[src/rtl/line_fill_arbiter_pkg.sv]
// Shared definitions for the line fill arbiter: FSM state encodings,
// default line geometry and a small one-hot helper.
package lfa_pkg;

    // Default line geometry shared with the caches: {tag, index} line address, 4 x 16-bit words
    localparam int LFA_ADDR_W = 14;
    localparam int LFA_LINE_W = 64;

    // FSM state encodings
    localparam logic [1:0] ST_IDLE = 2'd0;
    localparam logic [1:0] ST_WB   = 2'd1;
    localparam logic [1:0] ST_FILL = 2'd2;
    localparam logic [1:0] ST_RESP = 2'd3;

    // Convert a client index into its one-hot select vector
    function automatic logic [1:0] lfa_onehot(input logic idx);
        logic [1:0] vec;
        if (idx) begin
            vec = 2'b10;
        end else begin
            vec = 2'b01;
        end
        return vec;
    endfunction

endpackage

[src/rtl/line_fill_arbiter_if.sv]
// Line-wide main memory port: the arbiter is the master, the memory the slave.
interface line_fill_arbiter_if
    import lfa_pkg::*;
#(
    parameter int ADDR_W = LFA_ADDR_W,
    parameter int LINE_W = LFA_LINE_W
);
    logic              mem_en;
    logic              mem_we;
    logic [ADDR_W-1:0] mem_addr;
    logic [LINE_W-1:0] mem_wdata;
    logic [LINE_W-1:0] mem_rdata;
    logic              mem_ack;

    modport master (
        output mem_en,
        output mem_we,
        output mem_addr,
        output mem_wdata,
        input  mem_rdata,
        input  mem_ack
    );

    modport slave (
        input  mem_en,
        input  mem_we,
        input  mem_addr,
        input  mem_wdata,
        output mem_rdata,
        output mem_ack
    );
endinterface

[src/rtl/line_fill_arbiter_rr_arb2.sv]
// Two-requester round-robin arbiter. A lone requester always wins; on
// contention the requester selected by rr_ptr wins. Purely combinational.
module rr_arb2 (
    input  logic [1:0] req,
    input  logic       rr_ptr,
    output logic [1:0] gnt
);

    // Resolve the one-hot grant from the request vector and priority pointer
    always_comb begin
        gnt = 2'b00;
        case (req)
            2'b01:   gnt = 2'b01;
            2'b10:   gnt = 2'b10;
            2'b11: begin
                if (rr_ptr) begin
                    gnt = 2'b10;
                end else begin
                    gnt = 2'b01;
                end
            end
            default: gnt = 2'b00;
        endcase
    end

endmodule

[src/rtl/line_fill_arbiter.sv]
// Memory-side fill controller shared by the instruction cache (client 0)
// and data cache (client 1). Arbitrates round-robin, performs the optional
// dirty writeback, then the line fill, and returns the line with a one-cycle
// rdy pulse. A watchdog aborts any access that is not acknowledged in time.
// Every output is a register loaded from the next-state decode, so there is
// no combinational path from any input to any output.
module line_fill_arbiter
    import lfa_pkg::*;
#(
    parameter int ADDR_W  = LFA_ADDR_W,
    parameter int LINE_W  = LFA_LINE_W,
    parameter int TIMEOUT = 64
) (
    input  logic              clk,
    input  logic              rst,
    input  logic [1:0]        req,
    input  logic [ADDR_W-1:0] addr0,
    input  logic [ADDR_W-1:0] addr1,
    input  logic              wb0,
    input  logic              wb1,
    input  logic [ADDR_W-1:0] wb_addr0,
    input  logic [ADDR_W-1:0] wb_addr1,
    input  logic [LINE_W-1:0] wb_data0,
    input  logic [LINE_W-1:0] wb_data1,
    output logic [1:0]        gnt,
    output logic [1:0]        rdy,
    output logic [LINE_W-1:0] rdata,
    output logic              err,
    output logic              err_sticky,
    line_fill_arbiter_if.master mem
);

    // Watchdog counter sized to hold TIMEOUT; one extra bit for the increment compare
    localparam int CNT_W = (TIMEOUT > 1) ? $clog2(TIMEOUT + 1) : 1;
    localparam logic [CNT_W:0] TO_LIM = (CNT_W + 1)'(TIMEOUT);

    // State and captured transaction fields
    logic [1:0]        state_r,       state_nxt_s;
    logic              win_r,         win_nxt_s;
    logic              rr_ptr_r,      rr_ptr_nxt_s;
    logic [ADDR_W-1:0] cap_addr_r,    cap_addr_nxt_s;
    logic [ADDR_W-1:0] cap_wb_addr_r, cap_wb_addr_nxt_s;
    logic [LINE_W-1:0] cap_wb_data_r, cap_wb_data_nxt_s;
    logic [CNT_W-1:0]  wdog_cnt_r,    wdog_cnt_nxt_s;

    // Registered outputs and their next values
    logic [1:0]        gnt_r,         gnt_nxt_s;
    logic [1:0]        rdy_r,         rdy_nxt_s;
    logic [LINE_W-1:0] rdata_r,       rdata_nxt_s;
    logic              err_r,         err_nxt_s;
    logic              err_sticky_r,  err_sticky_nxt_s;
    logic              mem_en_r,      mem_en_nxt_s;
    logic              mem_we_r,      mem_we_nxt_s;
    logic [ADDR_W-1:0] mem_addr_r,    mem_addr_nxt_s;
    logic [LINE_W-1:0] mem_wdata_r,   mem_wdata_nxt_s;

    logic [1:0]        arb_gnt_s;
    logic              win_sel_s;
    logic [CNT_W:0]    wdog_inc_s;
    logic              timeout_s;

    rr_arb2 u_rr_arb2 (
        .req    (req),
        .rr_ptr (rr_ptr_r),
        .gnt    (arb_gnt_s)
    );

    assign win_sel_s = arb_gnt_s[1];

    // Detect watchdog expiry: this un-acknowledged cycle would reach TIMEOUT
    always_comb begin
        wdog_inc_s = {1'b0, wdog_cnt_r} + (CNT_W + 1)'(1);
        timeout_s  = 1'b0;
        if ((TIMEOUT > 0) && ((state_r == ST_WB) || (state_r == ST_FILL)) && !mem.mem_ack) begin
            timeout_s = (wdog_inc_s == TO_LIM);
        end else begin
            timeout_s = 1'b0;
        end
    end

    // FSM next state, capture, watchdog and response data
    always_comb begin
        state_nxt_s       = state_r;
        win_nxt_s         = win_r;
        rr_ptr_nxt_s      = rr_ptr_r;
        cap_addr_nxt_s    = cap_addr_r;
        cap_wb_addr_nxt_s = cap_wb_addr_r;
        cap_wb_data_nxt_s = cap_wb_data_r;
        wdog_cnt_nxt_s    = wdog_cnt_r;
        rdata_nxt_s       = rdata_r;
        err_nxt_s         = 1'b0;
        err_sticky_nxt_s  = err_sticky_r;
        case (state_r)
            ST_IDLE: begin
                if (req != 2'b00) begin
                    win_nxt_s      = win_sel_s;
                    wdog_cnt_nxt_s = '0;
                    if (win_sel_s) begin
                        cap_addr_nxt_s    = addr1;
                        cap_wb_addr_nxt_s = wb_addr1;
                        cap_wb_data_nxt_s = wb_data1;
                        state_nxt_s       = wb1 ? ST_WB : ST_FILL;
                    end else begin
                        cap_addr_nxt_s    = addr0;
                        cap_wb_addr_nxt_s = wb_addr0;
                        cap_wb_data_nxt_s = wb_data0;
                        state_nxt_s       = wb0 ? ST_WB : ST_FILL;
                    end
                end else begin
                    state_nxt_s = ST_IDLE;
                end
            end
            ST_WB: begin
                if (mem.mem_ack) begin
                    state_nxt_s    = ST_FILL;
                    wdog_cnt_nxt_s = '0;
                end else if (timeout_s) begin
                    // An aborted writeback skips the fill entirely
                    state_nxt_s      = ST_RESP;
                    rdata_nxt_s      = '0;
                    err_nxt_s        = 1'b1;
                    err_sticky_nxt_s = 1'b1;
                end else begin
                    wdog_cnt_nxt_s = wdog_inc_s[CNT_W-1:0];
                end
            end
            ST_FILL: begin
                if (mem.mem_ack) begin
                    state_nxt_s = ST_RESP;
                    rdata_nxt_s = mem.mem_rdata;
                end else if (timeout_s) begin
                    state_nxt_s      = ST_RESP;
                    rdata_nxt_s      = '0;
                    err_nxt_s        = 1'b1;
                    err_sticky_nxt_s = 1'b1;
                end else begin
                    wdog_cnt_nxt_s = wdog_inc_s[CNT_W-1:0];
                end
            end
            ST_RESP: begin
                // Priority moves to the other client whether or not this grant was contested
                rr_ptr_nxt_s = ~win_r;
                state_nxt_s  = ST_IDLE;
            end
            default: begin
                state_nxt_s = ST_IDLE;
            end
        endcase
    end

    // Decode registered outputs from the next state and next captured fields
    always_comb begin
        gnt_nxt_s       = 2'b00;
        rdy_nxt_s       = 2'b00;
        mem_en_nxt_s    = 1'b0;
        mem_we_nxt_s    = 1'b0;
        mem_addr_nxt_s  = '0;
        mem_wdata_nxt_s = '0;
        case (state_nxt_s)
            ST_WB: begin
                gnt_nxt_s       = lfa_onehot(win_nxt_s);
                mem_en_nxt_s    = 1'b1;
                mem_we_nxt_s    = 1'b1;
                mem_addr_nxt_s  = cap_wb_addr_nxt_s;
                mem_wdata_nxt_s = cap_wb_data_nxt_s;
            end
            ST_FILL: begin
                gnt_nxt_s      = lfa_onehot(win_nxt_s);
                mem_en_nxt_s   = 1'b1;
                mem_addr_nxt_s = cap_addr_nxt_s;
            end
            ST_RESP: begin
                gnt_nxt_s = lfa_onehot(win_nxt_s);
                rdy_nxt_s = lfa_onehot(win_nxt_s);
            end
            default: begin
                gnt_nxt_s = 2'b00;
            end
        endcase
    end

    // State, capture and output registers with synchronous active-low reset
    always_ff @(posedge clk) begin
        if (!rst) begin
            state_r       <= ST_IDLE;
            win_r         <= 1'b0;
            rr_ptr_r      <= 1'b0;
            cap_addr_r    <= '0;
            cap_wb_addr_r <= '0;
            cap_wb_data_r <= '0;
            wdog_cnt_r    <= '0;
            gnt_r         <= 2'b00;
            rdy_r         <= 2'b00;
            rdata_r       <= '0;
            err_r         <= 1'b0;
            err_sticky_r  <= 1'b0;
            mem_en_r      <= 1'b0;
            mem_we_r      <= 1'b0;
            mem_addr_r    <= '0;
            mem_wdata_r   <= '0;
        end else begin
            state_r       <= state_nxt_s;
            win_r         <= win_nxt_s;
            rr_ptr_r      <= rr_ptr_nxt_s;
            cap_addr_r    <= cap_addr_nxt_s;
            cap_wb_addr_r <= cap_wb_addr_nxt_s;
            cap_wb_data_r <= cap_wb_data_nxt_s;
            wdog_cnt_r    <= wdog_cnt_nxt_s;
            gnt_r         <= gnt_nxt_s;
            rdy_r         <= rdy_nxt_s;
            rdata_r       <= rdata_nxt_s;
            err_r         <= err_nxt_s;
            err_sticky_r  <= err_sticky_nxt_s;
            mem_en_r      <= mem_en_nxt_s;
            mem_we_r      <= mem_we_nxt_s;
            mem_addr_r    <= mem_addr_nxt_s;
            mem_wdata_r   <= mem_wdata_nxt_s;
        end
    end

    assign gnt           = gnt_r;
    assign rdy           = rdy_r;
    assign rdata         = rdata_r;
    assign err           = err_r;
    assign err_sticky    = err_sticky_r;
    assign mem.mem_en    = mem_en_r;
    assign mem.mem_we    = mem_we_r;
    assign mem.mem_addr  = mem_addr_r;
    assign mem.mem_wdata = mem_wdata_r;

endmodule
[src/flat_wrapper.sv]
// flat-port wrapper written by rule: the top's interface ports become plain ports
module line_fill_arbiter_flat import lfa_pkg::*;
#(
    parameter int ADDR_W  = LFA_ADDR_W,
    parameter int LINE_W  = LFA_LINE_W,
    parameter int TIMEOUT = 64
)
  (clk, rst, req, addr0, addr1, wb0, wb1, wb_addr0, wb_addr1, wb_data0, wb_data1, gnt, rdy, rdata, err, err_sticky, mem_mem_en, mem_mem_we, mem_mem_addr, mem_mem_wdata, mem_mem_rdata, mem_mem_ack);
  line_fill_arbiter_if #(.ADDR_W(ADDR_W), .LINE_W(LINE_W)) mem_i ();
  input  logic clk;
  input  logic rst;
  input  logic [1:0] req;
  input  logic [ADDR_W-1:0] addr0;
  input  logic [ADDR_W-1:0] addr1;
  input  logic wb0;
  input  logic wb1;
  input  logic [ADDR_W-1:0] wb_addr0;
  input  logic [ADDR_W-1:0] wb_addr1;
  input  logic [LINE_W-1:0] wb_data0;
  input  logic [LINE_W-1:0] wb_data1;
  output logic [1:0] gnt;
  output logic [1:0] rdy;
  output logic [LINE_W-1:0] rdata;
  output logic err;
  output logic err_sticky;
  output wire logic [$bits(mem_i.mem_en)-1:0] mem_mem_en;
  output wire logic [$bits(mem_i.mem_we)-1:0] mem_mem_we;
  output wire logic [$bits(mem_i.mem_addr)-1:0] mem_mem_addr;
  output wire logic [$bits(mem_i.mem_wdata)-1:0] mem_mem_wdata;
  input wire logic [$bits(mem_i.mem_rdata)-1:0] mem_mem_rdata;
  input wire logic [$bits(mem_i.mem_ack)-1:0] mem_mem_ack;
  assign mem_mem_en = mem_i.mem_en;
  assign mem_mem_we = mem_i.mem_we;
  assign mem_mem_addr = mem_i.mem_addr;
  assign mem_mem_wdata = mem_i.mem_wdata;
  assign mem_i.mem_rdata = mem_mem_rdata;
  assign mem_i.mem_ack = mem_mem_ack;
  line_fill_arbiter #(.ADDR_W(ADDR_W), .LINE_W(LINE_W), .TIMEOUT(TIMEOUT)) u_core (.clk(clk), .rst(rst), .req(req), .addr0(addr0), .addr1(addr1), .wb0(wb0), .wb1(wb1), .wb_addr0(wb_addr0), .wb_addr1(wb_addr1), .wb_data0(wb_data0), .wb_data1(wb_data1), .gnt(gnt), .rdy(rdy), .rdata(rdata), .err(err), .err_sticky(err_sticky), .mem(mem_i));
endmodule
[config.mk]
export PLATFORM = sky130hd
export DESIGN_NAME = line_fill_arbiter_flat
export DESIGN_NICKNAME = d
export VERILOG_FILES = /design/src/rtl/line_fill_arbiter_pkg.sv /design/src/rtl/line_fill_arbiter_if.sv /design/src/rtl/line_fill_arbiter_rr_arb2.sv /design/src/rtl/line_fill_arbiter.sv /design/src/flat_wrapper.sv
export SDC_FILE = /design/constraint.sdc
export NUM_CORES = 1
export LEC_CHECK = 0
export ABC_AREA = 1
export CAP_MARGIN = 5
export CORE_MARGIN = 2
export CORE_UTILIZATION = 30
export DETAILED_ROUTE_END_ITERATION = 12
export GPL_TIMING_DRIVEN = 0
export PLACE_DENSITY = 0.61
export SYNTH_ARGS = -nofsm -noshare
export SYNTH_HDL_FRONTEND = slang
export SYNTH_SLANG_ARGS = --single-unit
[constraint.sdc]
create_clock -name clk -period 3.8 [get_ports clk]
set_clock_uncertainty 0.15 [all_clocks]
set_input_delay 0.57 -clock clk [delete_from_list [all_inputs] [get_ports clk]]
set_output_delay 0.57 -clock clk [all_outputs]
set_load 0.005 [all_outputs]
==> results of run 1 <==
==> logic make-up (layout without fill, tap and decap cells) <==
logic type	after synthesis	after routing	synth area share [%]
AND/OR/NAND/NOR	580	580	24.3
flip-flops	253	253	50.1
AO/OA/AOI/OAI	252	252	15.2
buffers and inverters	208	660	8.63
adder cells (fa/ha/maj)	13	13	1.61
XOR/XNOR	1	1	0.0866
multiplexers	1	1	0.0990
other	0	3	0
==> path summary, 6_finish.rpt <==
check	to	cells after the start	from	slack [ns]
setup reg to reg	u_core.mem.mem_wdata[11]	18	u_core.state_r[1]	0.42
setup / recovery	u_core.mem.mem_wdata[11]	18	u_core.state_r[1]	0.42
hold reg to reg	u_core.rr_ptr_r	1	u_core.win_r	0.29
hold / removal	u_core.rr_ptr_r	1	u_core.win_r	0.29
==> power groups by stage <==
stage	combinational, mW	sequential, mW	clock (mW)
finish	1.50	3.04	2.75
global route	1.66	3.07	2.91
CTS	1.51	3.04	2.81
detailed placement	1.51	3.09	0
global placement	1.50	3.09	0
floorplan	0.677	3.08	0
==> layout make-up <==
| type | instances | area [µm²] | area share, % |
|---|---|---|---|
| Antenna cell | 3 | 7.51 | 0.0479 |
| Clock buffer | 40 | 807 | 5.15 |
| Multi-Input combinational cell | 847 | 4180 | 26.7 |
| Tap cell | 448 | 561 | 3.58 |
| Sequential cell | 253 | 5060 | 32.3 |
| Inverter | 104 | 394 | 2.52 |
| Timing Repair Buffer | 404 | 4040 | 25.8 |
| Clock inverter | 9 | 128 | 0.815 |
| Buffer | 103 | 480 | 3.07 |
==> sequential cells by signal (all words and copies together), names as in the netlist <==
signal                count
u_core.cap_wb_data_r     64
u_core.mem.mem_wdata     64
u_core.rdata             64
u_core.cap_addr_r        14
u_core.cap_wb_addr_r     14
u_core.mem.mem_addr      14
u_core.wdog_cnt_r         7
u_core.gnt                2
u_core.rdy                2
u_core.state_r            2
u_core.err                1
u_core.err_sticky         1
u_core.mem.mem_en         1
u_core.mem.mem_we         1
u_core.rr_ptr_r           1
u_core.win_r              1
==> cell usage after synthesis <==
master,instances,area (µm²)
mux2i_1,1,10.0
a31oi_1,64,400
inv_1,100,375
inv_2,2,7.51
nor2_2,3,18.8
buf_6,7,78.8
nand3_1,154,771
dfxtp_1,253,5060
xor2_1,1,8.76
clkinv_1,2,7.51
o21ai_2,1,8.76
o211ai_1,64,480
nor3_1,5,25.0
o21bai_2,1,11.3
o21ai_1,7,35.0
clkbuf_1,62,233
buf_1,11,41.3
nand4_1,2,12.5
buf_8,1,15.0
o22ai_1,14,87.6
buf_2,23,115
nand2_1,280,1050
o21ai_0,91,455
nor2_1,124,465
nand3_2,10,100
ha_1,13,163
a211oi_2,1,12.5
o21bai_1,1,7.51
a21oi_1,8,40.0
nand2_2,2,12.5
==> critical path, cell delays in order, from the launching register on <==
cell and delay, ns:
dfxtp_1 0.45, inv_1 0.12, ha_1 0.32, nand4_1 0.10, nor2_1 0.11, nand2_1 0.05
nor2_1 0.11, nand2_2 0.08, buf_6 0.17, nand2_1 0.06, nand2_1 0.05, nand2_1 0.05
nand2_1 0.06, nand2_1 0.11, inv_1 0.07, ha_1 0.24, clkinvlp_4 0.32, clkbuf_1 0.42
nor2_1 0.16
==> per-layer routing <==
metal / share of wire, % / GRT usage (%)
met3: 9.0 / 6.36
met4: 2.3 / 5.33
met1: 40 / 24.0
met5: 0 / 0
met2: 48 / 37.4
==> timing repair <==
item,CTS,global route
setup endpoints to repair,20,9
buffers inserted,0,0
gates resized for setup,0,3
hold buffers,0,0
==> per-stage QoR <==
step	utilization (%)	setup slack [ns]
after floorplan	-	0.979
after global placement	44.1	-0.422
after detailed placement	44.1	-0.479
after CTS	46.9	0.162
after global routing	46.9	0.0490
final	46.9	0.418
==> flow_summary.json, run 1 <==
{
  "ant_nets": 0,
  "wl_um": 37700,
  "port_buffers": 404,
  "die_area_mm2": 0.0352,
  "cp_data_arrival_time_ns": 3.62,
  "dp.cells": 2160,
  "final_area_mm2": 0.0157,
  "root_buffer": "clkbuf_16",
  "drt_iter0_markers": 537,
  "std_cell_rows": 67,
  "crit_fanout": 15,
  "avgSynthCellArea_um2": 7.73,
  "synth_cell_types": 30,
  "insertion_delay_ns": 0.54,
  "clkPwrFrac_pct": 37.7,
  "syn-cell-area_mm2": 0.0101,
  "p_leak_nw": 6.33,
  "remaining_drc_errors": 0,
  "numCtsBuffers": 29,
  "finalNetCount": 2010,
  "grt_max_degree": 16,
  "combPwrFrac_pct": 20.6,
  "first_global_vias": 10400,
  "die_w_um": 188,
  "hold_class": "reg2reg",
  "crit_path_end_kind": "register",
  "required_ns": 4.04,
  "grt_pass1_wl_um": 58300,
  "hold_ws_ns": 0.294,
  "tightestPinTransition_ns": 1.03,
  "fin_crit_sh_pct": 89.0,
  "grt.overflow.total": 0,
  "synthToLayoutAreaGrowth_pct": 54.8,
  "netlist_instances": 1308,
  "maxCapViolCount": 0,
  "place_area_mm2": 0.0147,
  "final_cell_mix": "404 x clkdlybuf4s50_1, 280 x nand2_1, 253 x dfxtp_1, 154 x nand3_1, 124 x nor2_1",
  "slew_violations": 0,
  "synth-seq-cells": 253,
  "ios": 405,
  "synth_nets": 1576,
  "power.density_mw_per_mm2": 466,
  "firstDrtPassIters": 4,
  "relSlewSlack_pct": 31.0,
  "vias_per_cell": 4.73,
  "swShare_pct": 26.9,
  "groute.usage.overall_pct": 20.8,
  "final_common_cell": "clkdlybuf4s50_1",
  "fillCellCount": 3337,
  "clock_sinks": 253,
  "switching_power_mw": 1.96,
  "finalPower_mw": 7.29,
  "clk_path_buf_depth": 3,
  "fmax_ghz": 0.296,
  "core_mm2": 0.0334,
  "p_int_mw": 5.33,
  "fin_tns_setup_ns": 0,
  "vias": 10500,
  "tritoncts": "done",
  "critPathLaunchType": "register",
  "post-route-min-period_ns": 3.38,
  "status": "complete, no violations",
  "clkSlewWorstSetupHoldPaths_ns": 0.06,
  "instances_no_fill": 2211,
  "dp_hpwl_um": 29100,
  "initial_core_util_pct": 30.3,
  "ir_worst_vdd_v": 0.000318,
  "rsz0062_at_grt": "no",
  "cts.htree.levels": 1,
  "p_seq_share_pct": 41.7,
  "chipHeight_um": 188,
  "place.gp.congestion": 0.898,
  "ys_seq_area_share_pct": 50.1,
  "report.final.hold_viol_count": 0,
  "post_drt_wl_per_cell_um": 17.1,
  "setup_viol": 0,
  "drive_gt1_share_pct": 5.40,
  "yosys_warnings": 0,
  "crit_type": "reg2reg",
  "antenna_found_initial": 2
}
(Power assumes the default switching activity.)
==> run 2, diff against run 1 <==
- CORE_MARGIN: 2 -> default
- clock period: 3.8 -> 3.24 ns (I/O delays scaled with it)
==> flow_summary.json, run 2 (synthesis results as in run 1) <==
{
  "place.gp.congestion": 0.848,
  "rsz0062_at_grt": "no",
  "post_drt_wl_per_cell_um": 17.2,
  "clk_path_buf_depth": 3,
  "tritoncts": "done",
  "groute.usage.overall_pct": 21.0,
  "required_ns": 3.53,
  "dp.cells": 2154,
  "clock_sinks": 253,
  "die_area_mm2": 0.0345,
  "finalNetCount": 2011,
  "initial_core_util_pct": 30.8,
  "relSlewSlack_pct": 36.0,
  "setup_viol": 0,
  "core_mm2": 0.0329,
  "firstDrtPassIters": 7,
  "crit_path_end_kind": "register",
  "chipHeight_um": 186,
  "vias_per_cell": 4.75,
  "setup_ws_ns": 0.273,
  "crit_fanout": 10,
  "port_buffers": 404,
  "grt_pass1_wl_um": 55600,
  "root_buffer": "clkbuf_16",
  "synthToLayoutAreaGrowth_pct": 55.3,
  "grt.overflow.total": 0,
  "maxCapViolCount": 0,
  "die_w_um": 186,
  "fillCellCount": 3294,
  "critPathLaunchType": "register",
  "wl_um": 38000,
  "fmax_ghz": 0.337,
  "post-route-min-period_ns": 2.97,
  "grt_max_degree": 16,
  "ant_nets": 0,
  "fin_crit_sh_pct": 91.6,
  "r2r_cells": 19,
  "cts.htree.levels": 1,
  "tightestPinTransition_ns": 0.961,
  "status": "complete, no violations",
  "p_leak_nw": 6.37,
  "clkSlewWorstSetupHoldPaths_ns": 0.06,
  "std_cell_rows": 66,
  "cp_data_arrival_time_ns": 3.26,
  "remaining_drc_errors": 0,
  "antenna_found_initial": 4,
  "first_global_vias": 9930,
  "insertion_delay_ns": 0.56,
  "pre_cts_ws_ns": -0.976,
  "final_common_cell": "clkdlybuf4s50_1",
  "slew_violations": 0,
  "vias": 10500,
  "hold_class": "reg2reg",
  "report.final.hold_viol_count": 0,
  "hold_buffers": 0,
  "instances_no_fill": 2205,
  "ir_worst_vdd_v": 0.000366,
  "numCtsBuffers": 28,
  "whs_path_depth": 1,
  "drt_iter0_markers": 533,
  "crit_type": "reg2reg",
  "final_cell_mix": "404 x clkdlybuf4s50_1, 280 x nand2_1, 251 x dfxtp_1, 154 x nand3_1, 123 x nor2_1",
  "ios": 405,
  "postLayoutCoreUtil_pct": 47.8,
  "power.density_mw_per_mm2": 545,
  "drive_gt1_share_pct": 6.31,
  "dp_hpwl_um": 29000,
  "finalPower_mw": 8.57
}
==> run 2: cell types whose count changed in the layout (fill, tap and decap cells not counted), sizes merged <==
cell	previous run	this run
buf	42	48
bufinv	3	2
clkbuf	101	95
clkinv	6	8
clkinvlp	1	0
==> run 2: path summary, 6_finish.rpt <==
path / to / from / slack, ns
worst max register to register: u_core.mem.mem_wdata[60] / u_core.state_r[0] / 0.27
worst min-delay path: u_core.rr_ptr_r / u_core.win_r / 0.28
worst max-delay path: u_core.mem.mem_wdata[60] / u_core.state_r[0] / 0.27
worst min register to register: u_core.rr_ptr_r / u_core.win_r / 0.28
==> run 2: repair_timing <==
item	4_1_cts	5_1_grt
gates resized for setup	9	26
setup endpoints to repair	38	78
setup buffers	0	1
==> run 2: layout make-up <==
class / count / area, µm² / share of cell area [%]
Buffer: 104 / 518 / 3.30
Inverter: 104 / 393 / 2.50
Tap cell: 442 / 553 / 3.52
Timing Repair Buffer: 405 / 4050 / 25.8
Clock inverter: 9 / 124 / 0.788
Multi-Input combinational cell: 847 / 4180 / 26.6
Antenna cell: 3 / 7.51 / 0.0478
Sequential cell: 253 / 5070 / 32.3
Clock buffer: 38 / 818 / 5.21
==> run 2: power breakdown <==
| part | internal (mW) | switching (mW) | leakage [nW] |
|---|---|---|---|
| clock network | 1.92 | 1.30 | 0.468 |
| logic | 0.882 | 0.903 | 3.83 |
| registers | 3.43 | 0.145 | 2.08 |
==> run 2: critical path, cell delays in order, from the launching register on <==
cell and delay [ns]:
dfxtp_2 0.37, inv_1 0.11, ha_1 0.32, nand4_1 0.11, nor2_1 0.10, nand2_1 0.05
nor2_1 0.12, nand2_2 0.08, buf_6 0.17, nand2_1 0.07, nand2_1 0.04, nand2_1 0.05
nand2_1 0.06, nand2_1 0.11, inv_1 0.07, ha_1 0.26, inv_4 0.13, clkbuf_8 0.20
buf_4 0.19, nor2_1 0.06
==> run 2: per-stage QoR <==
stage | TNS [ns] | instance area [µm²] | hold slack, ns
global placement | -40.96 | 14700 | 0.269
global route | 0 | 15700 | 0.314
finish | 0 | 15700 | 0.283
detailed placement | -42.97 | 14700 | 0.276
CTS | 0 | 15700 | 0.287
floorplan | 0 | 10100 | 0.254
==> run 2: layer usage <==
metal	up-vias	global-route usage [%]	share of wire [%]
met5	-	0	0.068
li1	5216	-	-
met3	60	6.55	9.4
met1	4801	24.3	41
met2	400	37.1	47
met4	4	6.07	2.6
==> run 3, diff against run 2 <==
- GPL_TIMING_DRIVEN: 0 -> default
- HOLD_SLACK_MARGIN: default -> 0.1
- PLACE_DENSITY: 0.61 -> 0.56
==> flow_summary.json, run 3 (synthesis results as in run 1) <==
{
  "status": "complete, no violations",
  "combPwrFrac_pct": 20.3,
  "grt.overflow.total": 0,
  "finalNetCount": 1922,
  "final_common_cell": "clkdlybuf4s50_1",
  "vias": 9855,
  "p_leak_nw": 6.22,
  "cts.htree.levels": 1,
  "path_buf_inv": 5,
  "numCtsBuffers": 29,
  "switching_power_mw": 2.26,
  "final_cell_mix": "403 x clkdlybuf4s50_1, 279 x nand2_1, 253 x dfxtp_1, 154 x nand3_1, 123 x nor2_1",
  "insertion_delay_ns": 0.55,
  "fillCellCount": 3311,
  "report.final.hold_viol_count": 0,
  "std_cell_rows": 66,
  "hold_buffers": 0,
  "synthToLayoutAreaGrowth_pct": 52.3,
  "ios": 405,
  "required_ns": 3.50,
  "ant_nets": 0,
  "place.gp.congestion": 0.770,
  "crit_path_end_kind": "register",
  "post_drt_wl_per_cell_um": 16.2,
  "relSlewSlack_pct": 44.4,
  "slew_violations": 0,
  "cp_data_arrival_time_ns": 3.13,
  "hold_ws_ns": 0.187,
  "initial_core_util_pct": 30.8,
  "place_area_mm2": 0.0145,
  "drt_iter0_markers": 357,
  "p_seq_share_pct": 42.1,
  "die_area_mm2": 0.0345,
  "crit_type": "reg2reg",
  "post_cts_resize_count": 0,
  "final_area_mm2": 0.0154,
  "firstDrtPassIters": 4,
  "critPathLaunchType": "register",
  "tritoncts": "done",
  "antenna_found_initial": 4,
  "cpMaxStageDelayCell": "dfxtp_1",
  "grt_max_degree": 129,
  "root_buffer": "clkbuf_16",
  "core_mm2": 0.0329,
  "groute.usage.overall_pct": 18.9,
  "crit_top_cell": "nand2_1",
  "grt_pass1_wl_um": 51500,
  "fin_tns_setup_ns": 0,
  "rsz0062_at_grt": "no",
  "cp_cell_sequence": "inv_1 -> ha_1 -> nand4_1 -> nor2_1 -> nand2_1 -> nor2_1 -> nand2_2 -> nand2_1 -> nand2_1 -> nand2_1 -> nand2_1 -> nand2_1 -> inv_1 -> ha_1 -> inv_2 -> buf_12 -> o22ai_1 -> inv_1 -> nor2_1",
  "die_w_um": 186,
  "remaining_drc_errors": 0,
  "fin_crit_sh_pct": 88.6,
  "setup_viol": 0,
  "drive_gt1_share_pct": 5.01,
  "port_buffers": 404,
  "first_global_vias": 9346,
  "power.density_mw_per_mm2": 547,
  "post-route-min-period_ns": 2.87,
  "postLayoutCoreUtil_pct": 46.9,
  "fmax_ghz": 0.348,
  "cpPeakStageDelay_ns": 0.39,
  "dp_hpwl_um": 23400,
  "wl_um": 34300,
  "tightestPinTransition_ns": 0.834,
  "p_int_mw": 6.17,
  "crit_fanout": 65,
  "clk_path_buf_depth": 3,
  "vias_per_cell": 4.64,
  "clkPwrFrac_pct": 37.6,
  "maxCapViolCount": 0,
  "chipHeight_um": 186,
  "post_cts_buffers": 0,
  "clock_sinks": 253,
  "hold_class": "in2reg",
  "swShare_pct": 26.8,
  "clkSlewWorstSetupHoldPaths_ns": 0.06,
  "ir_worst_vdd_v": 0.000341,
  "crit_family": "simple AND/OR/NAND/NOR gates"
}
## run 3: changes by cell type in the layout (fill, tap and decap cells not counted), sizes merged, moves of 2 or more
cell and delta:
clkinv -3, inv +2, buf -32, clkbuf -49
## run 3: layout make-up
| type | instances | area (µm²) | share of cell area (%) |
|---|---|---|---|
| flip-flops and latches | 253 | 5060 | 32.9 |
| repair buffers | 419 | 4250 | 27.6 |
| multi-input cells | 847 | 4210 | 27.3 |
| clock buffers | 46 | 850 | 5.51 |
| well taps | 442 | 553 | 3.59 |
| inverters | 104 | 390 | 2.53 |
| clock inverters | 7 | 81.3 | 0.528 |
| diodes | 4 | 10.0 | 0.0650 |
## run 3: worst reg2reg max path, cell delays in order, from the launching register on
cell and delay (ns):
dfxtp_1 0.39, inv_1 0.13, ha_1 0.32, nand4_1 0.09, nor2_1 0.10, nand2_1 0.06
nor2_1 0.11, nand2_2 0.12, nand2_1 0.08, nand2_1 0.05, nand2_1 0.06, nand2_1 0.06
nand2_1 0.11, inv_1 0.08, ha_1 0.22, inv_2 0.08, buf_12 0.26, o22ai_1 0.17
inv_1 0.07, nor2_1 0.04
## run 3: power groups by stage
stage	Sequential (mW)	Clock [mW]	Combinational, mW
6_report	3.55	3.17	1.71
5_1_grt	3.59	3.40	1.89
4_1_cts	3.56	3.28	1.73
3_5_place_dp	3.62	0	1.72
3_3_place_gp	3.61	0	1.71
2_1_floorplan	3.62	0	0.794
## run 3: per-stage QoR
stage	power [mW]	cells	worst slack, ns
after floorplan	4.41	1308	0.419
after global placement	5.32	2065	0.215
after detailed placement	5.34	2065	0.152
after CTS	8.57	2118	0.338
after global routing	8.88	2121	0.0275
final	8.43	2122	0.368
## run 3: worst paths after layout
path / from / end / slack [ns] / cells after the start
worst max-delay path: u_core.state_r[0] / u_core.mem.mem_addr[7] / 0.37 / 19
worst max register to register: u_core.state_r[0] / u_core.mem.mem_addr[7] / 0.37 / 19
worst min register to register: u_core.win_r / u_core.rr_ptr_r / 0.28 / 1
worst min-delay path: rst / u_core.rdata[5] / 0.19 / 3
## run 3: metal layers
layer | share of wire, % | vias to the layer above | GRT usage, %
met5 | 0.038 | - | 0
met2 | 44 | 348 | 30.2
met1 | 44 | 4399 | 23.8
li1 | - | 5058 | -
met4 | 2.4 | 2 | 6.30
met3 | 9.6 | 48 | 6.38
